[config.mk]
export PLATFORM = sky130hd
export DESIGN_NAME = vector_addr_gen
export DESIGN_NICKNAME = d
export VERILOG_FILES = /design/src/rtl/rv32i_types_pkg.sv /design/src/rtl/vaddr_accum.sv /design/src/rtl/vector_addr_gen.sv
export SDC_FILE = /design/constraint.sdc
export NUM_CORES = 1
export LEC_CHECK = 0
export BUFFER_PORTS_ARGS = -buffer_cell sky130_fd_sc_hd__buf_2
export CAP_MARGIN = 20
export CORE_MARGIN = 2
export CORE_UTILIZATION = 58
export CTS_BUF_LIST = sky130_fd_sc_hd__clkbuf_8 sky130_fd_sc_hd__clkbuf_16
export DETAILED_ROUTE_END_ITERATION = 10
export PLACE_DENSITY = 0.88
export SLEW_MARGIN = 20
export SYNTH_ARGS = -nofsm -noshare
export SYNTH_HDL_FRONTEND = slang
export SYNTH_SLANG_ARGS = --single-unit
[constraint.sdc]
create_clock -name CLK -period 9.4 [get_ports CLK]
set_clock_uncertainty 0.15 [all_clocks]
set_input_delay 2.82 -clock CLK [delete_from_list [all_inputs] [get_ports CLK]]
set_output_delay 2.82 -clock CLK [all_outputs]
set_load 0.05 [all_outputs]
[src/rtl/rv32i_types_pkg.sv]
// Shared types for the vector address path: element width, address generator
// states and the default maximum vector length.
package rv32i_types_pkg;

  localparam int VL_MAX = 32;

  typedef enum logic [1:0] {
    SEW_8  = 2'd0,
    SEW_16 = 2'd1,
    SEW_32 = 2'd2
  } sew_t;

  typedef enum logic [1:0] {
    IDLE  = 2'd0,
    RUN   = 2'd1,
    DONE  = 2'd2,
    ABORT = 2'd3
  } vaddr_state_t;

  // Byte size of one element; also the unit-stride step.
  function automatic logic [31:0] sew_bytes(input sew_t s);
    case (s)
      SEW_16:  sew_bytes = 32'd2;
      SEW_32:  sew_bytes = 32'd4;
      default: sew_bytes = 32'd1;
    endcase
  endfunction

endpackage

[src/rtl/vaddr_accum.sv]
// Per-lane byte-address accumulator: loads a start address, then adds a fixed
// step each time the element pair advances. Wraps modulo 2^32.
module vaddr_accum (
  input  logic        CLK,
  input  logic        RST,
  input  logic        load_en,
  input  logic [31:0] load_val,
  input  logic        step_en,
  input  logic [31:0] step,
  output logic [31:0] addr
);

  logic [31:0] addr_q, addr_d;

  // Load has priority; a step only happens while the walk is in progress.
  always_comb begin
    addr_d = addr_q;
    if (load_en)      addr_d = load_val;
    else if (step_en) addr_d = addr_q + step;
  end

  // Address register.
  always_ff @(posedge CLK) begin
    if (RST) addr_q <= '0;
    else     addr_q <= addr_d;
  end

  assign addr = addr_q;

endmodule

[src/rtl/vector_addr_gen.sv]
// Vector element address generator: walks elements two at a time, holding each
// pair on the scheduler lanes until every active lane has reported arrival.
module vector_addr_gen
  import rv32i_types_pkg::*;
#(
  parameter int MAX_VL = VL_MAX,
  localparam int VLW = $clog2(MAX_VL) + 1
) (
  input  logic            CLK,
  input  logic            RST,
  input  logic            start,
  input  logic            load_in,
  input  logic            store_in,
  input  logic [31:0]     base,
  input  logic [31:0]     stride,
  input  logic            strided,
  input  logic [VLW-1:0]  vl,
  input  sew_t            sew_in,
  input  logic [31:0]     vs_rdata0,
  input  logic [31:0]     vs_rdata1,
  input  logic            arrived0,
  input  logic            arrived1,
  input  logic            sched_exception,
  output logic [31:0]     addr0,
  output logic [31:0]     addr1,
  output logic [31:0]     storedata0,
  output logic [31:0]     storedata1,
  output logic            load,
  output logic            store,
  output logic            lane1_valid,
  output sew_t            sew,
  output logic [VLW-1:0]  rd_idx0,
  output logic [VLW-1:0]  rd_idx1,
  output logic            busy,
  output logic            done,
  output logic            exception,
  output logic [VLW-1:0]  fault_idx
);

  localparam logic [VLW:0] ONE_X = (VLW+1)'(1);
  localparam logic [VLW:0] TWO_X = (VLW+1)'(2);

  vaddr_state_t   state_q, state_d;
  logic [VLW-1:0] idx_q, idx_d;
  logic [VLW-1:0] vl_q, vl_d;
  logic [VLW-1:0] fault_idx_q, fault_idx_d;
  logic [31:0]    stride_q, stride_d;
  logic           load_q, load_d, store_q, store_d;
  sew_t           sew_q, sew_d;
  logic           seen0_q, seen0_d, seen1_q, seen1_d;
  logic           zdone_q, zdone_d;

  logic           run, lane1_c, pair_done, acc_load, acc_step;
  logic [VLW:0]   idx_x, vl_x;
  logic [31:0]    stride_eff_in, step2, base1;

  assign run           = (state_q == RUN);
  assign idx_x         = {1'b0, idx_q};
  assign vl_x          = {1'b0, vl_q};
  assign lane1_c       = run && ((idx_x + ONE_X) < vl_x);
  assign stride_eff_in = strided ? stride : sew_bytes(sew_in);
  assign base1         = base + stride_eff_in;
  assign step2         = stride_q + stride_q;
  // A fault on the pair wins over any same-cycle arrival.
  assign pair_done     = run && !sched_exception && (seen0_q || arrived0) &&
                         (!lane1_c || seen1_q || arrived1);

  // Next-state, operand latching, pair advance and sticky arrival flags.
  always_comb begin
    state_d     = state_q;
    idx_d       = idx_q;
    vl_d        = vl_q;
    fault_idx_d = fault_idx_q;
    stride_d    = stride_q;
    load_d      = load_q;
    store_d     = store_q;
    sew_d       = sew_q;
    seen0_d     = seen0_q;
    seen1_d     = seen1_q;
    zdone_d     = 1'b0;
    acc_load    = 1'b0;
    acc_step    = 1'b0;
    case (state_q)
      IDLE: begin
        if (start) begin
          fault_idx_d = '0;
          sew_d       = sew_in;
          if (vl != '0) begin
            state_d  = RUN;
            idx_d    = '0;
            vl_d     = vl;
            stride_d = stride_eff_in;
            load_d   = load_in;
            store_d  = store_in;
            seen0_d  = 1'b0;
            seen1_d  = 1'b0;
            acc_load = 1'b1;
          end else begin
            zdone_d = 1'b1;
          end
        end
      end
      RUN: begin
        if (sched_exception) begin
          state_d     = ABORT;
          fault_idx_d = idx_q;
          seen0_d     = 1'b0;
          seen1_d     = 1'b0;
        end else if (pair_done) begin
          seen0_d  = 1'b0;
          seen1_d  = 1'b0;
          idx_d    = idx_q + VLW'(2);
          acc_step = 1'b1;
          if ((idx_x + TWO_X) >= vl_x) state_d = DONE;
        end else begin
          seen0_d = seen0_q | arrived0;
          seen1_d = seen1_q | (arrived1 & lane1_c);
        end
      end
      default: state_d = IDLE;
    endcase
  end

  // Control registers; reset drops everything without emitting a pulse.
  always_ff @(posedge CLK) begin
    if (RST) begin
      state_q     <= IDLE;
      idx_q       <= '0;
      vl_q        <= '0;
      fault_idx_q <= '0;
      stride_q    <= '0;
      load_q      <= 1'b0;
      store_q     <= 1'b0;
      sew_q       <= SEW_8;
      seen0_q     <= 1'b0;
      seen1_q     <= 1'b0;
      zdone_q     <= 1'b0;
    end else begin
      state_q     <= state_d;
      idx_q       <= idx_d;
      vl_q        <= vl_d;
      fault_idx_q <= fault_idx_d;
      stride_q    <= stride_d;
      load_q      <= load_d;
      store_q     <= store_d;
      sew_q       <= sew_d;
      seen0_q     <= seen0_d;
      seen1_q     <= seen1_d;
      zdone_q     <= zdone_d;
    end
  end

  // Lane 0 starts at base, lane 1 one element later; both step by two elements.
  vaddr_accum u_acc0 (
    .CLK(CLK), .RST(RST), .load_en(acc_load), .load_val(base),
    .step_en(acc_step), .step(step2), .addr(addr0)
  );

  vaddr_accum u_acc1 (
    .CLK(CLK), .RST(RST), .load_en(acc_load), .load_val(base1),
    .step_en(acc_step), .step(step2), .addr(addr1)
  );

  assign load        = run & load_q;
  assign store       = run & store_q;
  assign storedata0  = store ? vs_rdata0 : '0;
  assign storedata1  = store ? vs_rdata1 : '0;
  assign lane1_valid = lane1_c;
  assign rd_idx0     = run ? idx_q : '0;
  assign rd_idx1     = run ? (idx_q + VLW'(1)) : '0;
  assign sew         = sew_q;
  assign busy        = (state_q != IDLE);
  assign done        = (state_q == DONE) | zdone_q;
  assign exception   = (state_q == ABORT);
  assign fault_idx   = fault_idx_q;

endmodule

==> results of run 1 <==
[cell type report]
cell class,instances,area [µm²]
Antenna cell,2,5.00
Clock buffer,18,439
Tap cell,229,287
Multi-Input combinational cell,1163,7590
Timing Repair Buffer,305,1550
Fill cell,1496,5280
Clock inverter,14,148
Sequential cell,121,2420
Inverter,34,128
[layout by cell type (no fill, tap or decap), types with 31 or more instances in the layout]
cell and count:
nand2_1 176, and2_1 43, a21o_1 48, buf_2 296, dfxtp_1 121, ha_1 104
and3_1 75, o21ai_0 58, inv_1 35, xnor2_1 46, nor3_1 31, nor2_1 120
a21oi_1 154
[final timing paths]
path                                from                      endpoint  slack [ns]  depth (start not counted)
max                         vs_rdata0[3]                 storedata0[3]        2.95                          3
min          u_acc1.addr[0]$_SDFFE_PP0P_   u_acc1.addr[0]$_SDFFE_PP0P_        0.30                          2
max reg2reg     stride_q[0]$_SDFFE_PP0P_  u_acc0.addr[31]$_SDFFE_PP0P_        5.63                         12
min reg2reg  u_acc1.addr[0]$_SDFFE_PP0P_   u_acc1.addr[0]$_SDFFE_PP0P_        0.30                          2
[through the flow]
stage                     setup slack (ns)  util [%]  instances  instance area [µm²]
after floorplan                       3.17         -       1406                10500
final                                 2.95      70.4       1886                12600
after global routing                  2.94      70.4       1885                12600
after CTS                             2.94      70.4       1884                12600
after global placement                2.92      67.1       1852                12000
after detailed placement              2.94      67.1       1852                12000
[layer usage]
metal  up-vias  share of wire [%]
li1       5580                  -
met4         2                3.7
met5         -              0.033
met3        83                9.5
met2       654                 45
met1      5516                 41
[power breakdown]
group	switching, mW	internal (mW)	leakage [nW]	total, mW
logic	0.424	0.206	5.04	0.630
clock network	0.263	0.398	0.281	0.661
registers	0.0379	0.552	0.993	0.590
[worst max-delay path: cells and delay by family]
| kind | cells | cell delay (ns) |
|---|---|---|
| simple gates | 1 | 0.27 |
| buf+inv | 2 | 0.39 |
[flip-flops by register name, indices dropped and copies added, names as in the netlist]
| signal | flops |
|---|---|
| fault_idx | 6 |
| idx_q | 5 |
| load_q | 1 |
| seen0_q | 1 |
| seen1_q | 1 |
| sew | 2 |
| state_q | 2 |
| store_q | 1 |
| stride_q | 31 |
| u_acc0.addr | 32 |
| u_acc1.addr | 32 |
| vl_q | 6 |
| zdone_q | 1 |
[synthesized netlist by cell type (8+ instances only)]
library cell and number:
nand2b_1 10, and3_1 75, and2_1 44, a2111oi_0 15
clkbuf_1 76, or2_2 8, o21ai_0 58, mux2i_1 11
nor2_1 120, xnor2_1 46, inv_1 34, a311oi_1 13
nor2b_1 10, a22oi_1 10, xor2_1 28, nand4_1 11
a211oi_1 23, nand3_1 27, o21bai_1 11, o211ai_1 9
nand2_1 177, o22ai_1 12, nor3_1 31, ha_1 104
a21o_1 48, o21a_1 12, a21oi_1 154, dfxtp_1 121
[kinds of logic (layout without fill, tap and decap cells)]
kind of cell | Yosys count | in the layout | synth area share [%]
flip-flops | 121 | 121 | 23.2
AO/OA/AOI/OAI | 432 | 432 | 27.3
XOR/XNOR | 74 | 74 | 6.20
adder cells (fa/ha/maj) | 107 | 107 | 13.0
multiplexers | 15 | 15 | 1.48
buffers and inverters | 122 | 371 | 4.46
other | 1 | 3 | 0.0359
AND/OR/NAND/NOR | 534 | 534 | 24.3
==> summary.txt, run 1 <==
Run status
  • Status: finished clean

Critical path
  • CP Max Fanout: 1
  • Worst Path Arrival: 3.48 ns
  • Crit end category: output port
  • Startpoint Class: primary input
  • CP cell instances: buf_2, and3_1, buf_2
  • Kind of critical path: in2out
  • CP dominant cell by count: buf_2
  • Crit-path slowest cell: buf_2
  • Crit-path max cell delay: 0.31 ns
  • WP data required: approximately 6.4 ns

Timing
  • Worst Tran Pin Value: 1.19 ns
  • Crit path time final: ~6.5 ns
  • TNS Setup: 0 ns
  • Period utilization: 68.7%
  • Rel. slew slack: 20.7%
  • Fin. Hold Viols: 0
  • FMAX: roughly 0.15 GHz
  • Final Hold Slack: 0.299 ns
  • Setup violators final: 0
  • Max-slew violation count: 0
  • RSZ-0062 raised after global routing: no

Cells and area
  • Area grow syn2layout: 20.2%
  • Nets@finish: 1,894
  • Share of layout cells above drive strength 1: 22.1%

Floorplan
  • Die area: between 15,000 and 20,000 µm²
  • I/O pin count: about 300
  • Initial core utilization: between 50% and 60%
  • Die Height: between 100 and 150 µm
  • Die width: 138 µm
  • Row count: 49
  • Core ar.: 17,800 µm²

Synthesis
  • Synthesized flop and latch total: 121
  • Ranking of synthesized cells by area: dfxtp_1 (23%), ha_1 (12%), a21oi_1 (7.4%), nand2_1 (6.4%), and3_1 (4.5%)
  • Syn Inst Count: 1,406
  • Synthesized cell area: 10,500 µm²
  • Area share of the largest cell type after synthesis: a little under a quarter
  • Library cells used by synthesis: 71
  • Mean Syn Cell Area: 7.44 µm²
  • Post-synth EDFFs: 0
  • Mapped Nets: 1,658
  • YS warnings: 0
  • Fraction of registers with async set/reset: 0%
  • Ys flop type: dfxtp_1
  • Synth area leader: dfxtp_1
  • Sequential fraction of the synthesis area: 23.2%

Global routing
  • Initial antenna violation count: 2
  • Global-route wire length before repair: 56.3 mm
  • GR Layer Usage met1: between 40% and 50%
  • Total GRT Usage: 36.2%
  • Vias in the first global route: 10,600
  • Met2 Usage GRT: a little under 60%
  • GR Util met3: 5.44%
  • Grt ovf: 0
  • Pin count of the biggest net entering global routing: 86
  • Most used routing layer: met2

Run
  • Max_cap viols: 0

Clock network
  • TritonCTS clock tree: yes
  • Post-CTS Hold Fix Bufs: 0
  • Setup repair bufs after CTS: 0
  • Clock-pin slew on the worst setup and hold paths: ~0.060 ns
  • Total CTS buffers: 17
  • Longest Clk Path Bufs: 2
  • CTS Sinks: 121
  • Root Driver: clkbuf_16
  • Clock Latency Late Sink: 0.42 ns
  • Resized cells post-CTS: 0
  • CTS H-tree lvls: 4

Routing
  • Drt drc: 0
  • TritonRoute pass-1 iters: 7
  • Drt wl/cell: 19.1 µm
  • Vias per cell: about 6.3
  • Detail Route Antenna Nets: 0
  • WL final: 36.1 mm
  • Routed via count: 11,800
  • Initial drt markers: approximately 1,000

Min path
  • Hold Crit Class: reg2reg

Power and ir drop
  • Pwr per Cell Area: 150 nW/µm²
  • Worst VDD drop: 0.135 mV
  • Final Power: 1.88 mW
  • Leak Pwr: 6.31 nW

Placement
  • IO Port Bufs: 297
  • Post-DP HPWL: 27.3 mm
  • RePlAce Congestion: 0.980
Power figures use the tool's default switching activity.
==> run 2: changes to the inputs <==
--- a/config.mk
+++ b/config.mk
@@ -5,13 +5,14 @@
 export SDC_FILE = /design/constraint.sdc
 export NUM_CORES = 1
 export LEC_CHECK = 0
+export ABC_AREA = 1
 export BUFFER_PORTS_ARGS = -buffer_cell sky130_fd_sc_hd__buf_2
 export CAP_MARGIN = 20
 export CORE_MARGIN = 2
-export CORE_UTILIZATION = 58
+export CORE_UTILIZATION = 51
 export CTS_BUF_LIST = sky130_fd_sc_hd__clkbuf_8 sky130_fd_sc_hd__clkbuf_16
 export DETAILED_ROUTE_END_ITERATION = 10
-export PLACE_DENSITY = 0.88
+export PLACE_DENSITY = 0.79
 export SLEW_MARGIN = 20
 export SYNTH_ARGS = -nofsm -noshare
 export SYNTH_HDL_FRONTEND = slang
==> constraint.sdc (replaced) <==
create_clock -name CLK -period 5.5 [get_ports CLK]
set_clock_uncertainty 0.15 [all_clocks]
set_input_delay 1.65 -clock CLK [delete_from_list [all_inputs] [get_ports CLK]]
set_output_delay 1.65 -clock CLK [all_outputs]
set_load 0.05 [all_outputs]
==> run 2 against run 1 <==
Compared with the run above:
- setup slack worse by 1.7 ns
- largest power group is now combinational logic
- sequential share of layout area down 2.9 points
- critical path type is now in2reg
- critical endpoint is now u_acc1.addr[30]$_SDFFE_PP0P_
- die area up 36%
==> summary.txt, run 2 <==
Critical path
  • Crit end category: register
  • CP cell instances: buf_2, mux2_2, ha_1, fa_1, nand3_1, nand2_1, nand2_1, nand2_1, nand2_1, nand2_1, nand2_1, nand2_1, nand2_1, nand3_1, a21oi_1
  • Buf+Inv Stages, Crit Path: 1
  • Crit-path slowest cell: buf_2
  • Kind of critical path: in2reg
  • R2R Path Start: idx_q[2]$_SDFFE_PP0P_
  • Startpoint Class: primary input
  • Worst Path Arrival: about 4.4 ns
  • Largest delay share family, worst path: simple AND/OR/NAND/NOR gates
  • CP Max Fanout: 32
  • CP dominant cell by count: nand2_1
  • R2r setup slk: 2.77 ns
  • Reg2reg path depth: 10
  • Crit-path max cell delay: a little under 0.6 ns
  • Worst R2R End: u_acc1.addr[18]$_SDFFE_PP0P_
  • WP data required: approximately 5.7 ns

Timing
  • RSZ-0062 raised after global routing: no
  • Setup violators final: 0
  • Crit path time final: 4.21 ns
  • Period utilization: 76.5%
  • Worst Tran Pin Value: 0.823 ns
  • TNS Setup: 0 ns
  • Fin. Hold Viols: 0
  • Rel. slew slack: 45.1%
  • Setup ws final: 1.29 ns
  • Max-slew violation count: 0
  • FMAX: about 0.24 GHz

Cells and area
  • Fillcell total: 2,462
  • Nets@finish: between 2,000 and 3,000
  • Commonest cells after routing, fill and taps aside: nand2_1 (657), inv_1 (402), buf_2 (297)
  • Final Core Density: roughly three fifths
  • Area grow syn2layout: 18.0%
  • Post-route insts no fill: 2,823
  • Most common cell after layout, fill and taps aside: nand2_1
  • Share of layout cells above drive strength 1: 15.7%

Floorplan
  • I/O pin count: 299
  • Row count: 57
  • Die Height: 161 µm
  • Initial core utilization: roughly half
  • Core ar.: 24,200 µm²
  • Die area: 25,900 µm²
  • Die width: 161 µm

Synthesis
  • Top-count cell post-synth: nand2_1
  • Post-Synth XOR/XNOR Area: 1.81%
  • Synth Area in Compound Gates: 15.3%
  • Largest family of logic cells by synthesized area: simple AND/OR/NAND/NOR gates
  • Mux contribution to synthesized area: 0.269%
  • Synth cell count leaders: nand2_1 (658), inv_1 (402), nor2_1 (275)
  • Ranking of synthesized cells by area: nand2_1 (20%), dfxtp_1 (19%), inv_1 (12%), ha_1 (10%), nor2_1 (8.2%)
  • Syn Inst Count: 2,222
  • Synthesized flop and latch total: 121
  • Mean Syn Cell Area: 5.65 µm²
  • Library cells used by synthesis: 49
  • Fraction of registers with async set/reset: 0%
  • Synthesized cell area: ~13,000 µm²
  • Post-synth EDFFs: 0
  • Sequential fraction of the synthesis area: 19.3%
  • Ys flop type: dfxtp_1
  • Area share of the largest cell type after synthesis: 19.7%
  • Synth area leader: nand2_1
  • Simple-gate share of the synthesized area: 37.7%
  • Post-Synth Adder-Cell Area: a little over a tenth
  • Mapped Nets: ~2,500
  • YS warnings: 0

Placement
  • Post-DP HPWL: 38.9 mm
  • RePlAce Congestion: about 1.0
  • Cells after DPL: 2,789
  • Post-Place Worst Slack: 0.921 ns
  • IO Port Bufs: 297

Power and ir drop
  • P_sw: 1.76 mW
  • Leak Pwr: 8.81 nW
  • Switching part of the total power: between 40% and 50%
  • Pwr per Cell Area: 260 nW/µm²
  • Clock power share: 30.7%
  • Worst VDD drop: 0.185 mV
  • Internal: 2.09 mW
  • Final Power: 3.85 mW
  • Reg power frac: 28.5%
  • Combinational share of power: approximately 40%

Run
  • Max_cap viols: 0

Routing
  • Routed via count: around 15,000
  • DRT met1 WL: 19.0 mm
  • Vias per cell: 5.44
  • Drt wl/cell: 17.0 µm
  • Met2 WL post-DR: 22.2 mm
  • WL final: 48.1 mm
  • Routed length on met3: between 4 and 5 mm
  • TritonRoute pass-1 iters: 6
  • DR top layer: met4
  • Detail Route Antenna Nets: 0
  • Drt drc: 0
  • Initial drt markers: 1,610

Min path
  • WHS Endpoint: vl_q[3]$_SDFFE_PP0P_
  • Hold Crit Start: vl_q[3]$_SDFFE_PP0P_
  • WHS Path Cells: 2
  • Hold Crit Class: reg2reg

Clock network
  • Longest Clk Path Bufs: 2
  • Post-CTS Hold Fix Bufs: 0
  • Total CTS buffers: 17
  • TritonCTS clock tree: yes
  • Clock Latency Late Sink: 0.45 ns
  • CTS H-tree lvls: 4
  • Root Driver: clkbuf_16
  • CTS Sinks: 121
  • Setup repair bufs after CTS: 0
  • Clock-pin slew on the worst setup and hold paths: 0.06 ns
  • Resized cells post-CTS: 0

Global routing
  • Initial antenna violation count: 3
  • Pin count of the biggest net entering global routing: 73
  • Grt ovf: 0
  • Vias in the first global route: 14,000
  • Global-route wire length before repair: 73.8 mm
  • Total GRT Usage: a little over a third

Run status
  • Status: finished clean
[run 2: changes by cell type after synthesis, moves of 19 or more]
cell      change
o21ai_0      +52
inv_1       +368
nor2_1      +155
nand2_1     +481
and3_1       -73
clkbuf_1     -42
and2_1       -40
nand3_1     +115
a211oi_1     -19
a21o_1       -45
xnor2_1      -33
[run 2: how the worst max path moves through the flow]
| stage | start | end | cells after the start |
|---|---|---|---|
| after CTS | state_q[0]$_SDFFE_PP0P_ | storedata0[24] | 5 |
| final | strided | u_acc1.addr[30]$_SDFFE_PP0P_ | 15 |
| after global routing | strided | u_acc1.addr[30]$_SDFFE_PP0P_ | 15 |
| after global placement | strided | u_acc1.addr[30]$_SDFFE_PP0P_ | 15 |
| after detailed placement | strided | u_acc1.addr[30]$_SDFFE_PP0P_ | 15 |
| after floorplan | vs_rdata0[0] | storedata0[0] | 2 |
[run 2: power by group through the flow]
stage / logic [mW] / registers (mW) / clock network (mW)
after detailed placement: 1.54 / 1.11 / 0
after floorplan: 0.932 / 1.28 / 0
after global routing: 1.72 / 1.10 / 1.22
final: 1.57 / 1.10 / 1.18
after global placement: 1.52 / 1.11 / 0
after CTS: 1.55 / 1.09 / 1.18
[run 2: cells by family after synthesis]
logic type / Yosys count
and+or+nand+nor: 1150
buffers and inverters: 468
AOI/OAI and AO/OA: 346
DFF: 121
adders and majority gates: 107
xor gates and xnor gates: 26
muxes: 3
other: 1
[run 2: metrics by stage]
stage,hold slack [ns],area (µm²)
after floorplan,0.280,12600
after global placement,0.285,14200
after detailed placement,0.301,14200
after CTS,0.312,14800
after global routing,0.333,14800
final,0.312,14800
[run 2: metal layers]
| layer | track usage, % | up-vias |
|---|---|---|
| li1 | - | 7500 |
| met3 | 6.74 | 112 |
| met4 | 14.4 | 0 |
| met2 | 61.9 | 811 |
| met5 | 0 | - |
| met1 | 45.6 | 6928 |
[run 2: layout make-up]
cell class,instances,area (µm²),area share (%)
Clock buffer,18,439,2.96
Multi-Input combinational cell,1633,8290,55.9
Inverter,408,1530,10.3
Sequential cell,121,2420,16.3
Timing Repair Buffer,304,1580,10.6
Tap cell,324,405,2.74
Antenna cell,1,2.50,0.0169
Clock inverter,14,153,1.03
[run 2: worst register-to-register path, cell delays in order, from the launching register on]
cell and delay (ns):
dfxtp_1 0.37, ha_1 0.33, a21oi_1 0.07, nand2_1 0.06, nand4_1 0.15, nand3_2 0.12
nand2_4 0.13, inv_2 0.64, nand2_1 0.12, o21ai_0 0.37, a21oi_1 0.11
